`config.mk`:
```
export PLATFORM = sky130hd
export DESIGN_NAME = uart_reg_bridge
export DESIGN_NICKNAME = d
export VERILOG_FILES = /design/src/rtl/uart_bridge_pkg.sv /design/src/rtl/uart_reg_bridge.sv
export SDC_FILE = /design/constraint.sdc
export NUM_CORES = 1
export LEC_CHECK = 0
export CAP_MARGIN = 30
export CORE_AREA = 2 2 97 99
export CTS_BUF_LIST = sky130_fd_sc_hd__clkbuf_4
export CTS_CLUSTER_DIAMETER = 50
export DETAILED_ROUTE_END_ITERATION = 7
export DIE_AREA = 0 0 99 101
export GPL_ROUTABILITY_DRIVEN = 0
export PLACE_DENSITY = 0.72
export SLEW_MARGIN = 25
export SYNTH_ARGS = -nofsm -noshare
export SYNTH_HDL_FRONTEND = slang
export SYNTH_SLANG_ARGS = --single-unit
```
`constraint.sdc`:
```
create_clock -name CLK -period 3.3 [get_ports CLK]
set_input_delay 0.66 -clock CLK [delete_from_list [all_inputs] [get_ports CLK]]
set_output_delay 0.66 -clock CLK [all_outputs]
set_load 0.02 [all_outputs]
```
`src/rtl/uart_bridge_pkg.sv`:
```
// rtl/uart_bridge_pkg.sv - shared state type and command-field constants for uart_reg_bridge
package uart_bridge_pkg;

   typedef enum logic [1:0] {
      IDLE,
      WAIT_DATA,
      SEND,
      WAIT_DONE
   } state_t;

   localparam int               WR_BIT      = 7;
   localparam int               ADDR_MSB    = 2;
   localparam logic [7:0]       RSVD_MASK   = 8'h78;
   localparam logic [ADDR_MSB:0] STATUS_ADDR = 3'd7;
   localparam logic [7:0]       DEFAULT_ACK = 8'hAA;
   localparam logic [7:0]       DEFAULT_ERR = 8'hEE;

   function automatic logic is_writable(input logic [ADDR_MSB:0] addr, input int num_regs);
      return int'(addr) < num_regs;
   endfunction

endpackage

```
`src/rtl/uart_reg_bridge.sv`:
```
// rtl/uart_reg_bridge.sv - UART byte command engine: host read/write of a small register file, one reply per command
module uart_reg_bridge
   import uart_bridge_pkg::*;
#(
   parameter int         NUM_WR_REGS  = 4,
   parameter int         TIMEOUT_CLKS = 2400000,
   parameter logic [7:0] ACK_BYTE     = DEFAULT_ACK,
   parameter logic [7:0] ERR_BYTE     = DEFAULT_ERR
) (
   input  logic        CLK,
   input  logic        nRst,
   input  logic        i_rx_dv,
   input  logic [7:0]  i_rx_byte,
   output logic        o_tx_dv,
   output logic [7:0]  o_tx_byte,
   input  logic        i_tx_active,
   input  logic        i_tx_done,
   input  logic [7:0]  i_status,
   output logic [31:0] o_regs,
   output logic [3:0]  o_wr_strobe,
   output logic        o_overrun
);

   localparam int            CW      = (TIMEOUT_CLKS > 2) ? $clog2(TIMEOUT_CLKS) : 1;
   localparam logic [CW-1:0] TO_LAST = CW'(TIMEOUT_CLKS - 1);

   state_t            r_state;
   state_t            w_next_state;
   logic [7:0]        r_regs [4];
   logic [7:0]        r_tx_byte;
   logic              r_tx_dv;
   logic [ADDR_MSB:0] r_addr;
   logic [CW-1:0]     r_cnt;
   logic [3:0]        r_wr_strobe;
   logic              r_overrun;

   logic [ADDR_MSB:0] w_cmd_addr;
   logic [7:0]        w_rd_data;
   logic [7:0]        w_tx_byte;
   logic              w_latch_addr;
   logic              w_wr_en;
   logic              w_set_dv;
   logic              w_clr_dv;
   logic              w_overrun;

   assign w_cmd_addr = i_rx_byte[ADDR_MSB:0];

   always_comb begin
      w_rd_data = ERR_BYTE;
      if (w_cmd_addr == STATUS_ADDR) begin
         w_rd_data = i_status;
      end else if (is_writable(w_cmd_addr, NUM_WR_REGS)) begin
         w_rd_data = r_regs[w_cmd_addr[1:0]];
      end
   end

   always_ff @(posedge CLK or negedge nRst) begin
      if (!nRst) begin
         r_state <= IDLE;
      end else begin
         r_state <= w_next_state;
      end
   end

   always_comb begin
      w_next_state = r_state;
      w_tx_byte    = r_tx_byte;
      w_latch_addr = 1'b0;
      w_wr_en      = 1'b0;
      w_set_dv     = 1'b0;
      w_clr_dv     = 1'b0;
      w_overrun    = 1'b0;
      case (r_state)
         IDLE: begin
            if (i_rx_dv) begin
               if ((i_rx_byte & RSVD_MASK) != 8'h00) begin
                  w_tx_byte    = ERR_BYTE;
                  w_next_state = SEND;
               end else if (i_rx_byte[WR_BIT]) begin
                  // Unmapped write addresses are only rejected once the data byte arrives
                  w_latch_addr = 1'b1;
                  w_next_state = WAIT_DATA;
               end else begin
                  w_tx_byte    = w_rd_data;
                  w_next_state = SEND;
               end
            end
         end
         WAIT_DATA: begin
            if (i_rx_dv) begin
               if (is_writable(r_addr, NUM_WR_REGS)) begin
                  w_wr_en   = 1'b1;
                  w_tx_byte = ACK_BYTE;
               end else begin
                  w_tx_byte = ERR_BYTE;
               end
               w_next_state = SEND;
            end else if (r_cnt == TO_LAST) begin
               w_next_state = IDLE;
            end
         end
         SEND: begin
            w_overrun = i_rx_dv;
            if (!i_tx_active) begin
               w_set_dv     = 1'b1;
               w_next_state = WAIT_DONE;
            end
         end
         WAIT_DONE: begin
            w_overrun = i_rx_dv;
            if (i_tx_done) begin
               w_clr_dv     = 1'b1;
               w_next_state = IDLE;
            end
         end
         default: w_next_state = IDLE;
      endcase
   end

   always_ff @(posedge CLK or negedge nRst) begin
      if (!nRst) begin
         r_tx_byte   <= '0;
         r_tx_dv     <= 1'b0;
         r_addr      <= '0;
         r_cnt       <= '0;
         r_wr_strobe <= '0;
         r_overrun   <= 1'b0;
         for (int i = 0; i < 4; i++) begin
            r_regs[i] <= '0;
         end
      end else begin
         r_tx_byte   <= w_tx_byte;
         r_overrun   <= w_overrun;
         r_wr_strobe <= '0;
         if (w_set_dv) begin
            r_tx_dv <= 1'b1;
         end else if (w_clr_dv) begin
            r_tx_dv <= 1'b0;
         end
         if (w_latch_addr) begin
            r_addr <= w_cmd_addr;
            r_cnt  <= '0;
         end else if (r_state == WAIT_DATA) begin
            r_cnt <= r_cnt + CW'(1);
         end
         // Register update and its strobe land in the same cycle, ahead of the ACK
         if (w_wr_en) begin
            r_regs[r_addr[1:0]] <= i_rx_byte;
            r_wr_strobe         <= 4'b0001 << r_addr[1:0];
         end
      end
   end

   assign o_tx_dv     = r_tx_dv;
   assign o_tx_byte   = r_tx_byte;
   assign o_regs      = {r_regs[3], r_regs[2], r_regs[1], r_regs[0]};
   assign o_wr_strobe = r_wr_strobe;
   assign o_overrun   = r_overrun;

endmodule

```
==> impl_metrics.toml <==
[outcome]
outcome = "finished clean"

[clock_tree]
cts_post_setup_buffers_inserted = 0
cts_htree_levels = 3
postCtsHoldBufs = 0
tritoncts_buffers = 9
ctsResizeCount = 0
cts_tree = "done"
clockBufferDepth = 2
cts_sinks = 73
clk_root_buffer_cell = "clkbuf_4"
clk_latency_ps = 440
clk_pin_slew_ps = 130

[global_route]
grt.total_usage = 0.174
grt_first_pass_wirelength_um = 13500
grt_pass1_vias = 2600
maximum_number_of_pins_on_one_net_before_global_route_repair = 28
global_route.overflow_total = 0
antenna_found_initial = 0

[yosys]
synthCells = 294
synth.yosys.warnings = 0
mappedNetlistArea_mm2 = 0.00342
postSynthAreaPerCell_um2 = 11.6
yosys.cell_types.count = 49
synth.yosys.seq_area_share = 0.534
dominant_register_cell_in_the_synthesized_netlist = "dfrtp_1"
postSynthRegisterBits = 73
syn-num-nets = 316
synth_async_sr_flop_share = 1.00
synth_enable_flop_cells = 0

[setup_path]
critical_path_buf_inv_count = 1
worst_setup_path_start_kind = "flop"
cpMaxStageDelayCell = "dfrtp_1"
critical_path.max_stage_delay_ps = 550
endpoint_kind = "flop"
crit_family = "simple AND/OR/NAND/NOR gates"
crit-reg2reg-capture = "o_regs[4]"
critPathKind = "reg2reg"
rr_worst_depth = 5
path_max_fanout = 15
worstReg2RegStart = "r_state[1]"
cp_cell_sequence = "and2b_1 > and3b_1 > nor3b_1 > buf_4 > mux2_2"
data_required_time_of_the_critical_path_ps = 3630
worstPathArrival_ps = 2760
reg2reg_slack_ps = 870

[route]
first_pass_iteration_count_of_the_detailed_router = 4
wire_per_inst_um = 16.7
drc_errors = 0
wirelength_um = 8070
antenna_violating_nets_post_route = 0
via_count = 2618
drt_first_iter_violations = 85
vias_per_cell = 5.43

[timing]
fmax_ghz = 0.411
timing_worst_slew_pin_value_ps = 718
report.final.hold_viol_count = 0
final.period_utilization = 0.737
fin_skew_ps = 19.6
fin_setup_tns_ps = 0
period_needed_ps = 2430
maxSlewHeadroom = 0.517
final_max_slew_viol_count = 0
setup_viol = 0
setup_repair_after_global_routing_missed_its_margin = "false"

[floorplanning]
floorplan.rows = 35
io-pin-count = 67
die_area_mm2 = 0.0100
chipWidth_um = 99
core_region_area_mm2 = 0.00898
chipHeight_um = 101
initial_core_util = 0.381

[job]
cap_viol_max_count = 0

[power_and_ir_drop]
power-per-cell-area_mw_per_mm2 = 761
worst_ir_drop_vdd_v = 0.000379
power_leakage_nw = 1.85

[place]
postPlaceCellArea_mm2 = 0.00423
buffer_ports.inserted = 66
dp_hpwl_um = 5780

[cells_and_area]
insertedDiodeCount = 0
area_delta_synth_final_pct = 27.1
fin_area_mm2 = 0.00435
layout.cells.most_common = "dfrtp_1"
finish.net_count = 388
final_layout_size_suffix_gt1_frac = 0.186
mostFrequentLayoutCells = "dfrtp_1 (73), clkdlybuf4s50_1 (65), mux2_2 (31), nand2_1 (28), nor2_1 (20)"

[hold_path]
timing.hold.worst.class = "in2async"
==> cell usage after synthesis, types with 5 or more instances <==
cell type / n / area [um2]
or4_1: 6 / 45.0
nand2b_1: 5 / 31.3
nand2_1: 28 / 105
inv_1: 7 / 26.3
mux4_2: 7 / 158
nor4_1: 5 / 31.3
clkbuf_1: 10 / 37.5
o21ai_0: 7 / 35.0
mux2_2: 31 / 349
xnor2_1: 6 / 52.6
dfrtp_1: 73 / 1830
or3_1: 6 / 37.5
a21oi_1: 13 / 65.1
nor2_1: 20 / 75.1
nor3_1: 7 / 35.0
nand3_1: 8 / 40.0
==> per-stage QoR <==
| step | setup WS, ps | cells | hold slack, ps | power (mW) | utilization |
|---|---|---|---|---|---|
| finish | 867 | 482 | 158 | 3.31 | 0.485 |
| CTS | 872 | 482 | 167 | 3.33 | 0.485 |
| floorplan | 1190 | 294 | 364 | 2.26 | - |
| global route | 716 | 482 | 181 | 3.53 | 0.485 |
| detailed placement | 584 | 466 | 459 | 2.83 | 0.472 |
| global placement | 618 | 465 | 461 | 2.79 | 0.469 |
==> metal layers <==
metal	global-route usage	vias to the layer above	wire length (um)
met3	0.0589	10	527
li1	-	1219	-
met5	0	-	0
met2	0.274	73	3940
met4	0.0537	0	106
met1	0.228	1316	3500
==> worst max path at each step <==
stage,from,end,depth (start not counted),slack (ps)
CTS,r_state[1],o_regs[4],5,870
global route,r_state[1],o_regs[2],5,720
detailed placement,i_rx_byte[3],r_cnt[6],5,580
finish,r_state[1],o_regs[4],5,870
floorplan,i_rx_byte[0],o_tx_byte[0],4,1190
global placement,i_rx_byte[3],r_state[0],5,620
==> state kept, by name, indices dropped and copies added, names as in the netlist <==
| register | count |
|---|---|
| o_regs | 32 |
| r_cnt | 22 |
| o_tx_byte | 8 |
| o_wr_strobe | 4 |
| r_addr | 3 |
| r_state | 2 |
| o_overrun | 1 |
| o_tx_dv | 1 |
==> area by class of cell <==
class | instances | area [um2]
tap | 111 | 139
sequential | 73 | 1830
clock inverter | 6 | 42.5
fill | 785 | 4630
timing repair buffer | 75 | 736
multi-input combinational | 200 | 1510
clock buffer | 10 | 75.1
inverter | 7 | 26.3
==> kinds of logic (layout without fill, tap and decap cells) <==
kind of cell,count (synthesis),count (layout),share of synthesized area
simple gates,113,113,0.188
flops,73,73,0.534
mux,42,42,0.160
compound gates,35,35,0.0654
buf+inv,21,98,0.0263
xor+xnor,9,9,0.0230
fa+ha+maj,1,1,0.00365
==> power breakdown <==
group	internal, mW	switching, mW	total (mW)
Clock	0.165	0.339	0.503
Sequential	1.21	0.338	1.54
Combinational	0.666	0.600	1.27
Total	2.04	1.28	3.31
No activity file was read; power rests on OpenSTA's default activity.
